--- src/rtl/pong_game_ctrl_if.sv ---
// pong_game_ctrl_if: game-controller bus between button/ball events and the ball animation commands
interface pong_game_ctrl_if #(parameter int SCORE_W = 4);
  logic animate, btn_start, btn_pause, miss_l, miss_r;
  logic [2:0] state;
  logic ball_en, serve, serve_dir, game_over, winner;
  logic [SCORE_W-1:0] score_l, score_r;
  modport master (
    output animate, btn_start, btn_pause, miss_l, miss_r,
    input state, ball_en, serve, serve_dir, score_l, score_r, game_over, winner
  );
  modport slave (
    input animate, btn_start, btn_pause, miss_l, miss_r,
    output state, ball_en, serve, serve_dir, score_l, score_r, game_over, winner
  );
endinterface

--- src/rtl/pong_game_ctrl.sv ---
// pong_game_ctrl: Pong match sequencer tracking state and scores and issuing serve/ball-enable commands
module pong_game_ctrl #(
  parameter int SCORE_W = 4,
  parameter int WIN_SCORE = 9,
  parameter int SERVE_FRAMES = 60,
  parameter int POINT_FRAMES = 90,
  parameter int CNT_W = 8
) (
  input logic clk_pix,
  input logic rst,
  pong_game_ctrl_if.slave bus
);
  typedef enum logic [2:0] {IDLE = 3'd0, SERVE = 3'd1, PLAY = 3'd2, PAUSE = 3'd3, POINT = 3'd4, OVER = 3'd5} state_t;
  localparam logic [SCORE_W-1:0] WIN = SCORE_W'(WIN_SCORE);
  localparam logic [CNT_W-1:0] SERVE_LAST = CNT_W'(SERVE_FRAMES - 1);
  localparam logic [CNT_W-1:0] POINT_LAST = CNT_W'(POINT_FRAMES - 1);
  state_t st, st_nx;
  logic [CNT_W-1:0] cnt, cnt_nx;
  logic [SCORE_W-1:0] sl, sr, sl_nx, sr_nx, sl_inc, sr_inc;
  logic be, be_nx, sv, sv_nx, dir, dir_nx, go, go_nx, win, win_nx;
  logic start_q, pause_q, start_e, pause_e, hit_l, hit_r, clr, ent_serve;
  assign start_e = bus.btn_start & ~start_q;
  assign pause_e = bus.btn_pause & ~pause_q;
  // simultaneous misses: the left miss wins
  assign hit_l = st == PLAY && bus.miss_l;
  assign hit_r = st == PLAY && bus.miss_r && !bus.miss_l;
  assign sl_inc = sl + 1'b1;
  assign sr_inc = sr + 1'b1;
  assign clr = start_e && (st == IDLE || st == OVER);
  assign ent_serve = st_nx == SERVE && st != SERVE;
  always_ff @(posedge clk_pix or posedge rst)
    if (rst) begin
      st <= IDLE;
      cnt <= '0;
      sl <= '0;
      sr <= '0;
      be <= 1'b0;
      sv <= 1'b0;
      dir <= 1'b0;
      go <= 1'b0;
      win <= 1'b0;
      start_q <= 1'b1;
      pause_q <= 1'b1;
    end else begin
      st <= st_nx;
      cnt <= cnt_nx;
      sl <= sl_nx;
      sr <= sr_nx;
      be <= be_nx;
      sv <= sv_nx;
      dir <= dir_nx;
      go <= go_nx;
      win <= win_nx;
      start_q <= bus.btn_start;
      pause_q <= bus.btn_pause;
    end
  always_comb begin
    st_nx = st;
    case (st)
      IDLE, OVER: st_nx = start_e ? SERVE : st;
      SERVE: st_nx = (bus.animate && cnt == SERVE_LAST) ? PLAY : SERVE;
      PLAY: st_nx = hit_l ? (sr_inc == WIN ? OVER : POINT) :
                    hit_r ? (sl_inc == WIN ? OVER : POINT) :
                    pause_e ? PAUSE : PLAY;
      PAUSE: st_nx = pause_e ? PLAY : PAUSE;
      POINT: st_nx = (bus.animate && cnt == POINT_LAST) ? SERVE : POINT;
      default: st_nx = IDLE;
    endcase
  end
  // outputs are computed one cycle ahead so every port comes straight from a flop
  always_comb begin
    cnt_nx = (ent_serve || hit_l || hit_r) ? '0 :
             ((st == SERVE || st == POINT) && bus.animate) ? cnt + 1'b1 : cnt;
    sl_nx = clr ? '0 : hit_r ? sl_inc : sl;
    sr_nx = clr ? '0 : hit_l ? sr_inc : sr;
    dir_nx = hit_l ? 1'b1 : hit_r ? 1'b0 : dir;
    win_nx = ((hit_l || hit_r) && st_nx == OVER) ? hit_l : win;
    be_nx = st_nx == PLAY;
    sv_nx = st == SERVE && st_nx == PLAY;
    go_nx = st_nx == OVER;
  end
  assign bus.state = st;
  assign bus.ball_en = be;
  assign bus.serve = sv;
  assign bus.serve_dir = dir;
  assign bus.score_l = sl;
  assign bus.score_r = sr;
  assign bus.game_over = go;
  assign bus.winner = win;
endmodule

--- src/flat_wrapper.sv ---
// flat-port wrapper written by rule: the top's interface ports become plain ports
module pong_game_ctrl_flat 
#(
  parameter int SCORE_W = 4,
  parameter int WIN_SCORE = 9,
  parameter int SERVE_FRAMES = 60,
  parameter int POINT_FRAMES = 90,
  parameter int CNT_W = 8
)
  (clk_pix, rst, bus_animate, bus_btn_start, bus_btn_pause, bus_miss_l, bus_miss_r, bus_state, bus_ball_en, bus_serve, bus_serve_dir, bus_score_l, bus_score_r, bus_game_over, bus_winner);
  pong_game_ctrl_if #(.SCORE_W(SCORE_W)) bus_i ();
  input logic clk_pix;
  input logic rst;
  input wire logic [$bits(bus_i.animate)-1:0] bus_animate;
  input wire logic [$bits(bus_i.btn_start)-1:0] bus_btn_start;
  input wire logic [$bits(bus_i.btn_pause)-1:0] bus_btn_pause;
  input wire logic [$bits(bus_i.miss_l)-1:0] bus_miss_l;
  input wire logic [$bits(bus_i.miss_r)-1:0] bus_miss_r;
  output wire logic [$bits(bus_i.state)-1:0] bus_state;
  output wire logic [$bits(bus_i.ball_en)-1:0] bus_ball_en;
  output wire logic [$bits(bus_i.serve)-1:0] bus_serve;
  output wire logic [$bits(bus_i.serve_dir)-1:0] bus_serve_dir;
  output wire logic [$bits(bus_i.score_l)-1:0] bus_score_l;
  output wire logic [$bits(bus_i.score_r)-1:0] bus_score_r;
  output wire logic [$bits(bus_i.game_over)-1:0] bus_game_over;
  output wire logic [$bits(bus_i.winner)-1:0] bus_winner;
  assign bus_i.animate = bus_animate;
  assign bus_i.btn_start = bus_btn_start;
  assign bus_i.btn_pause = bus_btn_pause;
  assign bus_i.miss_l = bus_miss_l;
  assign bus_i.miss_r = bus_miss_r;
  assign bus_state = bus_i.state;
  assign bus_ball_en = bus_i.ball_en;
  assign bus_serve = bus_i.serve;
  assign bus_serve_dir = bus_i.serve_dir;
  assign bus_score_l = bus_i.score_l;
  assign bus_score_r = bus_i.score_r;
  assign bus_game_over = bus_i.game_over;
  assign bus_winner = bus_i.winner;
  pong_game_ctrl #(.SCORE_W(SCORE_W), .WIN_SCORE(WIN_SCORE), .SERVE_FRAMES(SERVE_FRAMES), .POINT_FRAMES(POINT_FRAMES), .CNT_W(CNT_W)) u_core (.clk_pix(clk_pix), .rst(rst), .bus(bus_i));
endmodule
--- config.mk ---
export PLATFORM = sky130hd
export DESIGN_NAME = pong_game_ctrl_flat
export DESIGN_NICKNAME = d
export VERILOG_FILES = /design/src/rtl/pong_game_ctrl_if.sv /design/src/rtl/pong_game_ctrl.sv /design/src/flat_wrapper.sv
export SDC_FILE = /design/constraint.sdc
export NUM_CORES = 1
export LEC_CHECK = 0
export CORE_MARGIN = 10
export CORE_UTILIZATION = 45
export DETAILED_ROUTE_END_ITERATION = 8
export PLACE_DENSITY = 0.76
export SLEW_MARGIN = 40
export SYNTH_ARGS = -nofsm -noshare
export SYNTH_HDL_FRONTEND = slang
export SYNTH_SLANG_ARGS = --single-unit
--- constraint.sdc ---
create_clock -name clk_pix -period 5.27 [get_ports clk_pix]
set_input_delay 0.527 -clock clk_pix [delete_from_list [all_inputs] [get_ports clk_pix]]
set_output_delay 0.527 -clock clk_pix [all_outputs]
set_load 0.02 [all_outputs]
==> results.ini <==
[pwr]
peakVddDrop_v=0.000139
finalPower_uw=531
p_sw_share_pct=35.9
power.internal_uw=341
p_sw_uw=191
pwr-share-comb_pct=31.2
p_clk_share_pct=16.3
power.density_mw_per_mm2=306
seq_power_share_pct=52.5
p_leak_nw=0.751

[setup_path]
critical_path_arrival_ns=2.56
r2r_end=u_core.bus.ball_en$_DFF_PP0_
start_kind=primary input
criticalPathCategory=primary input to flop
rr_worst_depth=5
r2r_setup_slack_ns=3.09
worstPathRequired_ns=5.50
r2r-start=u_core.bus.state[0]$_DFF_PP0_
cp_max_fo=8
setup.worst_path.start=bus_miss_l
endpoint_kind=flop

[clocking]
clk_pin_slew_worst_paths_ns=0.13
cts_tree=built
h-tree-depth=1
cts_setup_buffers=0
cts.path.max_buffers=2
clock_latency_ns=0.32
cts_buffers=3
cts-hold-fix-buffers=0
clock_tree.root_cell=clkbuf_4
cts_num_sinks=26
ctsResizeCount=0

[cells_and_area]
antenna_cells=0
layout_common_cells=dfrtp_1, clkdlybuf4s50_1, nor2_1
area_growth_pct=19.8
drive_gt1_share_pct=10.5
fin_nets=186
final_common_cell=dfrtp_1

[logic_synthesis]
synth_top_family_by_area=simple AND/OR/NAND/NOR gates
ys_ff_latch=26
synthMuxAreaShare_pct=0.690
dominantRegCellSynth=dfrtp_1
ys.warnings.count=0
yosys.area_share.simple_pct=25.4
synth_compound_area_share_pct=13.2
synth_area_leaders=dfrtp_1, ha_1, nor2_1, dfstp_2, nand2_1
ys_async_sr_fraction_pct=100
yosysTopAreaCell=dfrtp_1
synth_fa_ha_area_share_pct=5.18
post-synth-top-area-fraction_pct=41.4
ys_types=44
synth_edf_count=0
ys_seq_area_share_pct=45.0
syn_nets=162
synth-xor-area-share_pct=6.64
syn_avg_cell_area_sq_um=9.73
syn_inst=149
netlist_area_sq_mm=0.00145

[route]
firstDrtPassIters=4
wl_per_cell_um=13.8
viasPerCell=5.30
num_vias=1145
drt_iter0_drc=65
drcViolationCount=0
wl_um=2980
ant_nets=0

[place]
routabilityCongestion=0.815
io_buffers=22
dpl.hpwl_um=2270

[sta]
fin_hold_ws_ns=0.506
fmax_mhz=429
timing.final.crit_share_pct=44.3
slew_headroom_pct=51.2
fin_tns_setup_ns=0
finClkSkew_ns=0.00468
hold_viol=0
slew_viol_final=0
period_minus_slack_ns=2.33
worst_pin_slew_ns=0.722
setup-violations-final=0
rsz0062_at_grt=false

[global_route]
grt-ovfl-total=0
grt_start_max_net_pins=27
first_global_vias=1165
grt_pass1_wl_um=5330
track_usage_pct=10.5
antenna_found_initial=0

[run]
maxCapViolations=0

[floorplanning]
core_sq_mm=0.00308
die-area_sq_mm=0.00589
die_h_um=76.8
initial_utilization_pct=47.1
chipWidth_um=76.8
row_count=20
ios=23

[worst_hold_path]
hold_end=u_core.bus.serve_dir$_DFFE_PP0P_
hold_class=flop to flop
hold_start=u_core.bus.serve_dir$_DFFE_PP0P_
min_path_cells=1

[run_status]
status=complete, no violations

area by class of cell:
class,count,area (sq um)
repair buffers,22,220
well taps,44,55.1
flip-flops and latches,26,653
fillers,279,1340
inverters,8,30.0
clock buffers,4,26.3
multi-input cells,112,753
worst max-delay path: stages:
cell             delay, ns
clkdlybuf4s50_1       0.55
nor4bb_2              0.70
nand3_1               0.14
o21ai_0               0.24
o21ba_2               0.21
and4_1                0.19
worst max-delay path by stage:
stage / to / slack (ns) / depth (start not counted)
2_1_floorplan: u_core.cnt[1]$_DFFE_PP0P_ / 3.35 / 5
3_3_place_gp: u_core.bus.ball_en$_DFF_PP0_ / 2.43 / 6
3_5_place_dp: u_core.bus.ball_en$_DFF_PP0_ / 2.61 / 6
4_1_cts: u_core.bus.ball_en$_DFF_PP0_ / 2.95 / 6
5_1_grt: u_core.bus.ball_en$_DFF_PP0_ / 2.76 / 6
6_report: u_core.bus.ball_en$_DFF_PP0_ / 2.94 / 6
power by group through the flow:
stage          Clock, mW  Combinational (mW)  Sequential (mW)
3_5_place_dp           0               0.166            0.283
2_1_floorplan          0               0.112            0.279
6_report          0.0868               0.166            0.279
5_1_grt           0.0986               0.189            0.284
3_3_place_gp           0               0.160            0.278
4_1_cts           0.0897               0.168            0.279
registers in the layout, summed over array words and instances (netlist names):
register,flops
u_core.bus.score_r,4
u_core.cnt,8
u_core.bus.serve_dir,1
u_core.bus.score_l,4
u_core.bus.game_over,1
u_core.bus.ball_en,1
u_core.bus.state,3
u_core.bus.winner,1
u_core.bus.serve,1
u_core.start_q,1
u_core.pause_q,1
routing by layer:
metal  wire (um)  vias up  global-route usage [%]
met5           0        -                       0
met4          19        0                    2.42
met3         182        2                    4.20
met2        1430       23                    17.0
met1        1350      557                    12.8
li1            -      563                       -
synthesized netlist by cell type, types with 2 or more instances:
master   count
nand3_1      6
nor4b_1      3
xnor2_1      5
o21ai_0     10
ha_1         6
dfrtp_1     24
nand2_1     14
a21oi_1      8
nand4_1      4
inv_1        8
xor2_1       6
and3_1       2
nor2_1      20
nor2b_1      2
dfstp_2      2
kinds of logic after synthesis:
family / Yosys count
and+or+nand+nor: 66
AOI/OAI and AO/OA: 28
DFF: 26
xor gates and xnor gates: 11
buffers and inverters: 11
adders and majority gates: 6
muxes: 1
stage by stage:
step | cells | area, sq um | util (%) | setup slack [ns]
after global routing | 216 | 1740 | 56.5 | 2.76
after floorplan | 149 | 1450 | - | 3.35
after CTS | 216 | 1740 | 56.5 | 2.95
after detailed placement | 212 | 1710 | 55.6 | 2.61
final | 216 | 1740 | 56.5 | 2.94
after global placement | 212 | 1700 | 55.2 | 2.43
Note: power is estimated with default switching activity, not from simulation.
